[src/rtl/tpc_pkg.sv]
// Shared constants for the intersection phase controller.
// State codes, lamp codes and the phase-timer width helper.
package tpc_pkg;

    typedef logic [2:0] tpc_state_t;

    localparam logic [2:0] ST_MAIN_G = 3'd0;
    localparam logic [2:0] ST_MAIN_Y = 3'd1;
    localparam logic [2:0] ST_RED_M  = 3'd2;
    localparam logic [2:0] ST_WALK   = 3'd3;
    localparam logic [2:0] ST_SIDE_G = 3'd4;
    localparam logic [2:0] ST_SIDE_Y = 3'd5;
    localparam logic [2:0] ST_RED_S  = 3'd6;
    localparam logic [2:0] ST_NIGHT  = 3'd7;

    localparam logic [2:0] L_RED = 3'b100;
    localparam logic [2:0] L_YEL = 3'b010;
    localparam logic [2:0] L_GRN = 3'b001;
    localparam logic [2:0] L_OFF = 3'b000;

    // Bits needed to hold the longest phase length in ticks.
    function automatic int tpc_timer_w(input int a, input int b,
                                       input int c, input int d);
        int m;
        m = a;
        if (b > m) m = b;
        if (c > m) m = c;
        if (d > m) m = d;
        return $clog2(m + 1);
    endfunction

endpackage

[src/rtl/tpc_phase_timer.sv]
// Phase timer: clock prescaler feeding a tick-driven down-counter.
// A load restarts both the prescaler and the phase length.
module tpc_phase_timer #(
    parameter int CLK_DIV = 4,
    parameter int TW      = 3,
    parameter int RST_VAL = 6
) (
    input  logic          clk_i,
    input  logic          reset_i,
    input  logic          load_i,
    input  logic [TW-1:0] load_val_i,
    output logic          tick_o,
    output logic          expire_o
);

    localparam int PW = (CLK_DIV > 1) ? $clog2(CLK_DIV) : 1;

    logic [PW-1:0] presc_q;
    logic [TW-1:0] timer_q;

    assign tick_o   = (presc_q == PW'(CLK_DIV - 1));
    assign expire_o = tick_o && (timer_q == TW'(1));

    // Prescaler wraps on tick; counter decrements once per tick.
    always_ff @(posedge clk_i) begin
        if (reset_i) begin
            presc_q <= '0;
            timer_q <= TW'(RST_VAL);
        end else if (load_i) begin
            presc_q <= '0;
            timer_q <= load_val_i;
        end else if (tick_o) begin
            presc_q <= '0;
            if (timer_q != '0) timer_q <= timer_q - TW'(1);
        end else begin
            presc_q <= presc_q + PW'(1);
        end
    end

endmodule

[src/rtl/traffic_phase_ctrl.sv]
// Main/side/walk phase sequencer; main green is the rest state.
// Optional night flash mode is enabled by defining TPC_NIGHT_FLASH_EN.
module traffic_phase_ctrl
    import tpc_pkg::*;
#(
    parameter int CLK_DIV = 4,
    parameter int T_BASE  = 6,
    parameter int T_EXT   = 3,
    parameter int T_YEL   = 2,
    parameter int T_WALK  = 3
) (
    input  logic       clk,
    input  logic       reset,
    input  logic       sensor,
    input  logic       wr,
`ifdef TPC_NIGHT_FLASH_EN
    input  logic       night,
`endif
    output logic [2:0] main_light,
    output logic [2:0] side_light,
    output logic       walk,
    output logic       wr_reset
);

    localparam int TW = tpc_timer_w(T_BASE, T_EXT, T_YEL, T_WALK);

    tpc_state_t    state_q, state_d;
    tpc_state_t    prev_q;
    logic          ext_q, ext_d;
    logic          load;
    logic [TW-1:0] load_val;
    logic          tick;
    logic          expire;
    logic [2:0]    main_q, main_d;
    logic [2:0]    side_q, side_d;
    logic          walk_q, wrr_q;
`ifdef TPC_NIGHT_FLASH_EN
    logic          flash_q;
`endif

    tpc_phase_timer #(
        .CLK_DIV (CLK_DIV),
        .TW      (TW),
        .RST_VAL (T_BASE)
    ) u_timer (
        .clk_i      (clk),
        .reset_i    (reset),
        .load_i     (load),
        .load_val_i (load_val),
        .tick_o     (tick),
        .expire_o   (expire)
    );

    // Next phase; demand inputs are only looked at on expiry.
    always_comb begin
        state_d  = state_q;
        ext_d    = ext_q;
        load     = 1'b0;
        load_val = TW'(T_BASE);
        if (tick) begin
            case (state_q)
                ST_MAIN_G: if (expire) begin
                    load = 1'b1;
                    if (wr || sensor) begin
                        state_d  = ST_MAIN_Y;
                        load_val = TW'(T_YEL);
                    end
`ifdef TPC_NIGHT_FLASH_EN
                    else if (night) begin
                        state_d = ST_NIGHT;
                    end
`endif
                end
                ST_MAIN_Y: if (expire) begin
                    state_d  = ST_RED_M;
                    load     = 1'b1;
                    load_val = TW'(1);
                end
                ST_RED_M: if (expire) begin
                    load = 1'b1;
                    if (wr) begin
                        state_d  = ST_WALK;
                        load_val = TW'(T_WALK);
                    end else begin
                        state_d  = ST_SIDE_G;
                    end
                end
                ST_WALK: if (expire) begin
                    load    = 1'b1;
                    state_d = sensor ? ST_SIDE_G : ST_MAIN_G;
                end
                ST_SIDE_G: if (expire) begin
                    load = 1'b1;
                    if (sensor && !ext_q) begin
                        ext_d    = 1'b1;
                        load_val = TW'(T_EXT);
                    end else begin
                        ext_d    = 1'b0;
                        state_d  = ST_SIDE_Y;
                        load_val = TW'(T_YEL);
                    end
                end
                ST_SIDE_Y: if (expire) begin
                    state_d  = ST_RED_S;
                    load     = 1'b1;
                    load_val = TW'(1);
                end
                ST_RED_S: if (expire) begin
                    state_d = ST_MAIN_G;
                    load    = 1'b1;
                end
`ifdef TPC_NIGHT_FLASH_EN
                ST_NIGHT: if (!night) begin
                    state_d  = ST_RED_S;
                    load     = 1'b1;
                    load_val = TW'(1);
                end
`endif
                default: begin
                    state_d = ST_MAIN_G;
                    load    = 1'b1;
                end
            endcase
        end
    end

    // Phase state, previous phase and side extension flag.
    always_ff @(posedge clk) begin
        if (reset) begin
            state_q <= ST_MAIN_G;
            prev_q  <= ST_MAIN_G;
            ext_q   <= 1'b0;
        end else begin
            state_q <= state_d;
            prev_q  <= state_q;
            ext_q   <= ext_d;
        end
    end

`ifdef TPC_NIGHT_FLASH_EN
    // Flash phase: lit on NIGHT entry, toggles every tick.
    always_ff @(posedge clk) begin
        if (reset) begin
            flash_q <= 1'b1;
        end else if (state_q != ST_NIGHT) begin
            flash_q <= 1'b1;
        end else if (tick) begin
            flash_q <= ~flash_q;
        end
    end
`endif

    // Lamp decode from the current phase.
    always_comb begin
        main_d = L_RED;
        side_d = L_RED;
        case (state_q)
            ST_MAIN_G: main_d = L_GRN;
            ST_MAIN_Y: main_d = L_YEL;
            ST_SIDE_G: side_d = L_GRN;
            ST_SIDE_Y: side_d = L_YEL;
`ifdef TPC_NIGHT_FLASH_EN
            ST_NIGHT: begin
                main_d = flash_q ? L_YEL : L_OFF;
                side_d = flash_q ? L_RED : L_OFF;
            end
`endif
            default: begin
                main_d = L_RED;
                side_d = L_RED;
            end
        endcase
    end

    // Registered outputs; wr_reset marks the first WALK cycle.
    always_ff @(posedge clk) begin
        if (reset) begin
            main_q <= L_GRN;
            side_q <= L_RED;
            walk_q <= 1'b0;
            wrr_q  <= 1'b0;
        end else begin
            main_q <= main_d;
            side_q <= side_d;
            walk_q <= (state_q == ST_WALK);
            wrr_q  <= (state_q == ST_WALK) && (prev_q != ST_WALK);
        end
    end

    assign main_light = main_q;
    assign side_light = side_q;
    assign walk       = walk_q;
    assign wr_reset   = wrr_q;

endmodule

[config.mk]
export PLATFORM = sky130hd
export DESIGN_NAME = traffic_phase_ctrl
export DESIGN_NICKNAME = d
export VERILOG_FILES = /design/src/rtl/tpc_pkg.sv /design/src/rtl/tpc_phase_timer.sv /design/src/rtl/traffic_phase_ctrl.sv
export SDC_FILE = /design/constraint.sdc
export NUM_CORES = 1
export LEC_CHECK = 0
export ABC_AREA = 1
export CAP_MARGIN = 25
export CELL_PAD_IN_SITES_DETAIL_PLACEMENT = 2
export CELL_PAD_IN_SITES_GLOBAL_PLACEMENT = 2
export CORE_ASPECT_RATIO = 0.5
export CORE_MARGIN = 2
export CORE_UTILIZATION = 27
export CTS_CLUSTER_SIZE = 12
export DETAILED_ROUTE_END_ITERATION = 8
export PLACE_DENSITY_LB_ADDON = 0.15
export SKIP_CTS_REPAIR_TIMING = 1
export SLEW_MARGIN = 20
export SYNTH_ARGS = -nofsm -noshare
export SYNTH_HDL_FRONTEND = slang
export SYNTH_SLANG_ARGS = --single-unit
[constraint.sdc]
create_clock -name clk -period 1.25 [get_ports clk]
set_input_delay 0.1875 -clock clk [delete_from_list [all_inputs] [get_ports clk]]
set_output_delay 0.1875 -clock clk [all_outputs]
set_load 0.03 [all_outputs]
# == After elaboration in Yosys (flattened, before gate mapping) ==
# Cells that the tools add are included.
# totals
out_inout_bits,8
ff_bits,20
wordCells,74
inputBits,4
# classes
addsub,2
n_eq_ne,18
reduce_logical,15
muxes,30
# ops
op,count
3-bit two-way mux,21
3-bit case mux with 7 select lines,1
"2-bit != test, second input constant",9
3-bit case mux with 2 select lines,2
3-bit case mux with 4 select lines,1
10-bit AND reduction,1
"3-bit == test, second input constant",3
7-bit OR reduction,1
"3-bit by 1-bit == test with 1-bit output, second input constant",2
"3-bit by 2-bit == test with 1-bit output, second input constant",2
1-bit two-way mux,5
2-bit nonzero test,2
1-bit logical AND,3
3-bit logical NOT,1
"3-bit by 2-bit != test with 1-bit output, second input constant",1
3-bit AND reduction,1
3-bit nonzero test,1
3-bit OR reduction,1
"3-bit by 1-bit subtractor with 3-bit output, second input constant",1
"2-bit by 1-bit adder with 2-bit output, second input constant",1
"2-bit == test, second input constant",1
2-bit AND reduction,1
2-bit OR reduction,1
1-bit logical NOT,1
1-bit logical OR,1

# == Depth between registers and ports, before layout ==
# Gate-level depths: netlist of the first run.
# depth
ltp_word,7
ltp_mapped,9
mapped_depth_nobuf,8

# == Hierarchy ==
# Synthesis of the first run repeated with hierarchy kept, for this count alone.
# hier_totals
hier_cells,145
hier_area_um2,1047.3
# by_module_without_submodules
module,area_each_um2,cells_per_inst,instances,seq_area_each_um2
traffic_phase_ctrl,733.2,99,1,300.3
tpc_phase_timer,314.1,46,1,100.1

# == Worst setup path before layout of the first run ==
# No wires, ideal clock.
# synth_path
path_kind,register to register
startpoint,register u_timer.presc_q[0]
endpoint,register u_timer.timer_q[1]
setup_ps,122
synth_period_minus_slack_ps,1266
path_buffers,0
required_time_ps,1128
slack_ps,-16
arrival_time_ps,1144
stages_incl_launch_ff,7
path_cell_list,dfxtp_1 > ha_1 > nand3_4 > nand2_1 > o21ai_2 > a21oi_1 > o21ai_1
# synth_between
elab_chain_cells,7
elab_cells_between_ends,14
classes_between,1 x eq/ne; 9 x mux; 4 x reduce/logical
# synth_lines
item,line,source
"start, declared",tpc_phase_timer.sv:18,logic [PW-1:0] presc_q;
"start signal, assigned",tpc_phase_timer.sv:36,presc_q <= presc_q + PW'(1);
2-bit == test *,tpc_phase_timer.sv:21,assign tick_o = (presc_q == PW'(CLK_DIV - 1));
1-bit logical AND,tpc_phase_timer.sv:22,assign expire_o = tick_o && (timer_q == TW'(1));
1-bit two-way mux (2 in a row),--,
1-bit two-way mux,traffic_phase_ctrl.sv:60,if (tick) begin
2-bit nonzero test (no source line),--,
2-bit AND reduction (no source line),--,
"end signal, assigned",tpc_phase_timer.sv:28,timer_q <= TW'(RST_VAL);
"end signal, assigned",tpc_phase_timer.sv:31,timer_q <= load_val_i;
"end signal, assigned",tpc_phase_timer.sv:34,if (timer_q != '0) timer_q <= timer_q - TW'(1);
"end, declared",tpc_phase_timer.sv:19,logic [TW-1:0] timer_q;
# Every way passes the cells marked *; elsewhere a longest branch is shown, timed or not.
# A chain may end at the register's enable or synchronous reset.

# == Final worst setup path of the first run ==
# layout_path
startpoint,register u_timer.timer_q[1]
endpoint,register u_timer.timer_q[2]
# layout_between
elab_chain_cells,7
elab_cells_between_ends,19
classes_between,1 x add/sub; 1 x eq/ne; 12 x mux; 5 x reduce/logical
# layout_lines
item,line
3-bit by 1-bit == test with 1-bit output,tpc_phase_timer.sv:22
1-bit logical AND,tpc_phase_timer.sv:22
1-bit two-way mux (2 in a row),--
1-bit two-way mux,traffic_phase_ctrl.sv:60
2-bit nonzero test (no source line),--
2-bit AND reduction (no source line),--
# Several ways; a longest one is shown, not always the timed one. The select of a mux whose other input is x is not followed.

==> flow_summary_export.csv, run 1 <==
group,metric,value,unit
critical_path,critical_path_arrival,1.54,ns
cts,clock-sinks,20,
critical_path,endpoint_kind,"flop",
final_layout,drive_gt1_share,40.51,%
floorplan,die_area,0.003808,mm^2
synth,synth.cell_area,892.1,um^2
final_layout,postLayoutCoreUtil,47.16,%
floorplan,io_pins,12,
drt,vias_per_cell,4.576,
sta,skew,0.002795,ns
power_and_ir_drop,power_density,1011,mW/mm^2
floorplan,core_area,0.003083,mm^2
critical_path,path_max_fanout,6,
synth,syn_nets,125,
final_layout,seqCellArea,409.1,um^2
cts,cts_inserted_buffers,3,
power_and_ir_drop,pwr-share-comb,9.8,%
place,place.gp.congestion,0.7504,
global_route,antenna_found_initial,0,
power_and_ir_drop,p_leak,0.7178,nW
sta,worst_pin_slew,0.3372,ns
final_layout,final_area,0.001454,mm^2
final_layout,instances_no_fill,198,
sta,relSlewSlack,77.48,%
sta,maxSlewViolCount,0,
run_status,status,"finished, violations left",
power_and_ir_drop,p_total,1.470,mW
cts,cts_max_level,1,
synth,yosysSeqAreaShare,44.88,%
drt,drt-total-wl,3.134,mm
floorplan,die_x,85.29,um
sta,rsz0062_at_grt,"true",
floorplan,core.rowCount,14,
synth,yosys_warnings,0,
sta,period_share,110.7,%
drt,drtIter0Drc,16,
final_layout,nNetsFinal,167,
final_layout,fillers,349,
power_and_ir_drop,seqPwrFrac,45.5,%
sta,fin_crit,1.384,ns
drt,wl_per_cell,15.83,um
final_layout,multiInputGateArea,530.5,um^2
global_route,grt_usage,17.18,%
flow_run,max_cap_violations,0,
final_layout,antenna_cells,0,
final_layout,synthToLayoutAreaGrowth,62.97,%
place,placed_cells,190,
drt,dr_total_vias,906,
place,dp_hpwl,2.184,mm
synth,ys_types,23,
place,port_buffers,11,
synth,synthCells,117,
critical_path,crit_type,"reg -> reg",
place,dp_slack,-0.2032,ns
global_route,grt_max_degree,13,
cts,cts-root-buf,"clkbuf_8",
sta,finalHoldViolCount,0,
sta,setup-violations-final,6,
run_status,violations,"negative setup slack",
sta,fin_ws,-0.1338,ns
critical_path,cp.required,1.41,ns
power_and_ir_drop,p_sw_share,21.61,%
floorplan,die_y,44.65,um
cts,clk_latency,0.26,ns
global_route,grt_overflow,0,
cts,clk_path_buf_depth,2,
power_and_ir_drop,power.switching,0.3178,mW
floorplan,start_util,28.94,%
critical_path,critPathLaunchType,"flop",
global_route,grt_pass1_wl,4.871,mm
drt,ant_nets,0,
power_and_ir_drop,internal_power,1.153,mW
cts,clkTransAtPathRegs,0.08,ns
drt,dr.pass1.iters,4,
synth,syn_avg_cell_area,7.625,um^2
power_and_ir_drop,max-vdd-ir-drop,0.4083,mV
sta,fin_tns_setup,-0.6622,ns
hold_path,hold_path_class,"reg -> reg",
global_route,grt_pass1_vias,957,
power_and_ir_drop,clockPowerShare,44.7,%
sta,whs,0.4452,ns
place,placed_area,0.001226,mm^2
cts,cts_tree,"yes",
drt,drc,0,
synth,synth-seq-cells,20,
sta,fmax,722.7,MHz
Yosys cell counts, drive strengths merged:
cell type / n / area (um^2)
o21ai: 8 / 55.05
nor3: 5 / 25.02
nand3: 7 / 52.55
xnor2: 1 / 8.760
clkbuf: 1 / 3.750
ha: 4 / 50.05
nand4: 2 / 12.51
dfxtp: 20 / 400.4
buf: 1 / 5.000
o21a: 1 / 7.510
nor3b: 1 / 7.510
inv: 12 / 45.04
a21oi: 7 / 35.03
nand2: 32 / 122.6
nor2: 15 / 61.31
worst max-delay path: stages (launching register included):
cell and delay, ns:
dfxtp_2 0.34, inv_2 0.09, ha_4 0.15, nand3_4 0.13, o21ai_0 0.24, nand4_1 0.16, nand2_1 0.10, nand2_1 0.05
layout by cell type, fill, tap and decap left out, types with 3 or more instances in the layout:
cell / count
a21oi_1: 6
buf_4: 26
clkbuf_8: 3
clkdlybuf4s50_1: 3
dfxtp_1: 13
dfxtp_2: 7
dlymetal6s2s_1: 8
inv_1: 9
inv_2: 3
nand2_1: 27
nand2_2: 4
nand3_1: 3
nor2_1: 9
nor2_2: 5
nor3_1: 4
o21ai_0: 3
path summary, 6_finish.rpt:
check                                                      from                              end  slack, ns  depth (start not counted)
worst max-delay path            u_timer.timer_q[1]$_SDFFE_PP1P_  u_timer.timer_q[2]$_SDFFE_PP1P_      -0.13                          7
worst min register to register             prev_q[2]$_SDFF_PP0_              wr_reset$_SDFF_PP0_       0.45                          1
worst max register to register  u_timer.timer_q[1]$_SDFFE_PP1P_  u_timer.timer_q[2]$_SDFFE_PP1P_      -0.13                          7
worst min-delay path                       prev_q[2]$_SDFF_PP0_              wr_reset$_SDFF_PP0_       0.45                          1
power groups by stage:
stage               combinational, mW  sequential, mW  clock, mW
finish                          0.145           0.669      0.657
global placement                0.111           0.674          0
global route                    0.161           0.672      0.716
CTS                             0.121           0.660      0.676
detailed placement              0.116           0.675          0
floorplan                      0.0577           0.674          0
per-layer routing:
| layer | part of all wire [%] | global-route usage, % |
|---|---|---|
| met1 | 48 | 22.05 |
| met2 | 49 | 29.69 |
| met3 | 2.2 | 5.037 |
| met4 | 0.26 | 2.857 |
| met5 | 0 | 0 |
state kept, by name (all words and copies together), names as in the netlist:
| signal | flops |
|---|---|
| ext_q | 1 |
| main_light | 3 |
| prev_q | 3 |
| side_light | 3 |
| state_q | 3 |
| u_timer.presc_q | 2 |
| u_timer.timer_q | 3 |
| walk | 1 |
| wr_reset | 1 |
cells by family (layout without fill, tap and decap cells):
logic type                 count (synthesis)  in the layout  synth area share, %
AOI/OAI and AO/OA                         16             16                10.94
DFF                                       20             20                44.88
and+or+nand+nor                           62             62                31.56
xor gates and xnor gates                   1              1               0.9819
adders and majority gates                  4              4                5.610
buffers and inverters                     14             55                6.030
layout make-up:
class	count	share of cell area [%]
Multi-Input combinational cell	83	36.49
Inverter	12	3.098
Timing Repair Buffer	39	23.92
Clock buffer	3	2.840
Clock inverter	1	2.065
Tap cell	40	3.442
Sequential cell	20	28.14
(Power assumes the default switching activity.)
==> run 2, diff against run 1 <==
--- a/config.mk
+++ b/config.mk
@@ -20,3 +20,4 @@
 export SYNTH_ARGS = -nofsm -noshare
 export SYNTH_HDL_FRONTEND = slang
 export SYNTH_SLANG_ARGS = --single-unit
+export TNS_END_PERCENT = 10
==> flow_summary_export.csv, run 2 (synthesized netlist as in run 1, its figures left out) <==
group,metric,value,unit
run_status,status,"finished, violations left",
run_status,violations,"negative setup slack",
power_and_ir_drop,seqPwrFrac,45.9,%
sta,setup-violations-final,6,
cts,cts_max_level,1,
sta,finalHoldViolCount,0,
critical_path,path_cells,"buf_4, inv_1, ha_1, nand2_1, o21ai_4, a21oi_1, nand2_1, nand2_1",
floorplan,die_x,85.29,um
final_layout,final_common_cell,"nand2_1",
critical_path,critPathLaunchType,"flop",
power_and_ir_drop,internal_power,1.142,mW
floorplan,start_util,28.94,%
sta,maxSlewViolCount,0,
cts,clkTransAtPathRegs,0.08,ns
floorplan,die_y,44.65,um
critical_path,cpMostUsedCell,"nand2_1",
place,dp_hpwl,2.184,mm
power_and_ir_drop,p_leak,0.6944,nW
cts,cts_inserted_buffers,3,
drt,dr_total_vias,871,
critical_path,critical_path_arrival,1.48,ns
cts,clk_latency,0.26,ns
critical_path,path_max_fanout,5,
place,dp_slack,-0.2032,ns
final_layout,synthToLayoutAreaGrowth,52.45,%
global_route,grt_pass1_vias,957,
floorplan,io_pins,12,
drt,drc,0,
power_and_ir_drop,p_sw_share,21.34,%
critical_path,crit_type,"reg -> reg",
sta,fin_ws,-0.07220,ns
drt,drtIter0Drc,26,
power_and_ir_drop,clockPowerShare,45.4,%
sta,fin_crit,1.322,ns
floorplan,core_area,0.003083,mm^2
critical_path,endpoint_kind,"flop",
cts,clock-sinks,20,
global_route,antenna_found_initial,0,
global_route,grt_max_degree,13,
drt,drt-total-wl,2.864,mm
sta,fin_tns_setup,-0.2535,ns
global_route,grt_pass1_wl,4.871,mm
final_layout,postLayoutCoreUtil,44.12,%
drt,wl_per_cell,14.76,um
global_route,grt_overflow,0,
cts,cts-root-buf,"clkbuf_8",
sta,period_share,105.8,%
critical_path,slowest_stage,"dfxtp_2",
global_route,grt_usage,17.18,%
drt,vias_per_cell,4.490,
drt,ant_nets,0,
cts,clk_path_buf_depth,2,
final_layout,antenna_cells,0,
drt,dr.pass1.iters,3,
hold_path,hold_path_class,"reg -> reg",
sta,relSlewSlack,77.63,%
critical_path,cp.required,1.41,ns
critical_path,crit_family,"flip-flops",
floorplan,die_area,0.003808,mm^2
sta,skew,0.003196,ns
place,port_buffers,11,
power_and_ir_drop,power_density,1067,mW/mm^2
sta,rsz0062_at_grt,"true",
power_and_ir_drop,p_total,1.452,mW
final_layout,drive_gt1_share,29.87,%
cts,cts_tree,"yes",
floorplan,core.rowCount,14,
power_and_ir_drop,pwr-share-comb,8.7,%
sta,fmax,756.3,MHz
critical_path,path_buf_inv,2,
final_layout,nNetsFinal,163,
power_and_ir_drop,power.switching,0.3097,mW
sta,worst_pin_slew,0.3350,ns
flow_run,max_cap_violations,0,
critical_path,crit_path_max_incr_delay,0.35,ns
place,place.gp.congestion,0.7504,
power_and_ir_drop,max-vdd-ir-drop,0.4034,mV
final_layout,final_cell_mix,"nand2_1, buf_4, dfxtp_1",
## run 2: power by group through the flow
stage / registers [mW] / clock network [mW] / logic, mW
floorplan: 0.674 / 0 / 0.0577
global placement: 0.674 / 0 / 0.111
detailed placement: 0.675 / 0 / 0.116
CTS: 0.660 / 0.676 / 0.121
global route: 0.670 / 0.716 / 0.143
finish: 0.667 / 0.659 / 0.126
## run 2: routing by layer
metal  track usage, %  share of wire (%)
met2            29.69                 46
met5                0                  0
met4            2.857               0.28
met3            5.037                2.5
met1            22.05                 51
## run 2: path summary, 6_finish.rpt
check / from / to / slack, ns / cells after the start
max: u_timer.timer_q[0]$_SDFFE_PP0P_ / u_timer.timer_q[2]$_SDFFE_PP1P_ / -0.07 / 8
min reg2reg: prev_q[2]$_SDFF_PP0_ / wr_reset$_SDFF_PP0_ / 0.45 / 1
min: prev_q[2]$_SDFF_PP0_ / wr_reset$_SDFF_PP0_ / 0.45 / 1
max reg2reg: u_timer.timer_q[0]$_SDFFE_PP0P_ / u_timer.timer_q[2]$_SDFFE_PP1P_ / -0.07 / 8
## run 2: layout make-up
type / instances / area, um^2
Tap cell: 40 / 50.05
Clock inverter: 1 / 30.03
Sequential cell: 20 / 405.4
Fill cell: 362 / 1723
Multi-Input combinational cell: 83 / 478.0
Inverter: 12 / 45.04
Timing Repair Buffer: 35 / 310.3
Clock buffer: 3 / 41.29
## run 2: worst reg2reg max path: cells and delay by family (launching register included)
| kind | cells | cell delay, ns |
|---|---|---|
| flops | 1 | 0.35 |
| compound gates | 2 | 0.28 |
| simple gates | 3 | 0.23 |
| buf+inv | 2 | 0.21 |
| fa+ha+maj | 1 | 0.16 |
## run 2: stage by stage
stage	hold WS, ns	cell area [um^2]	cells
floorplan	0.2714	894.6	117
global placement	0.4215	1226	190
detailed placement	0.4297	1226	190
CTS	0.4401	1297	194
global route	0.4744	1360	194
finish	0.4452	1360	194
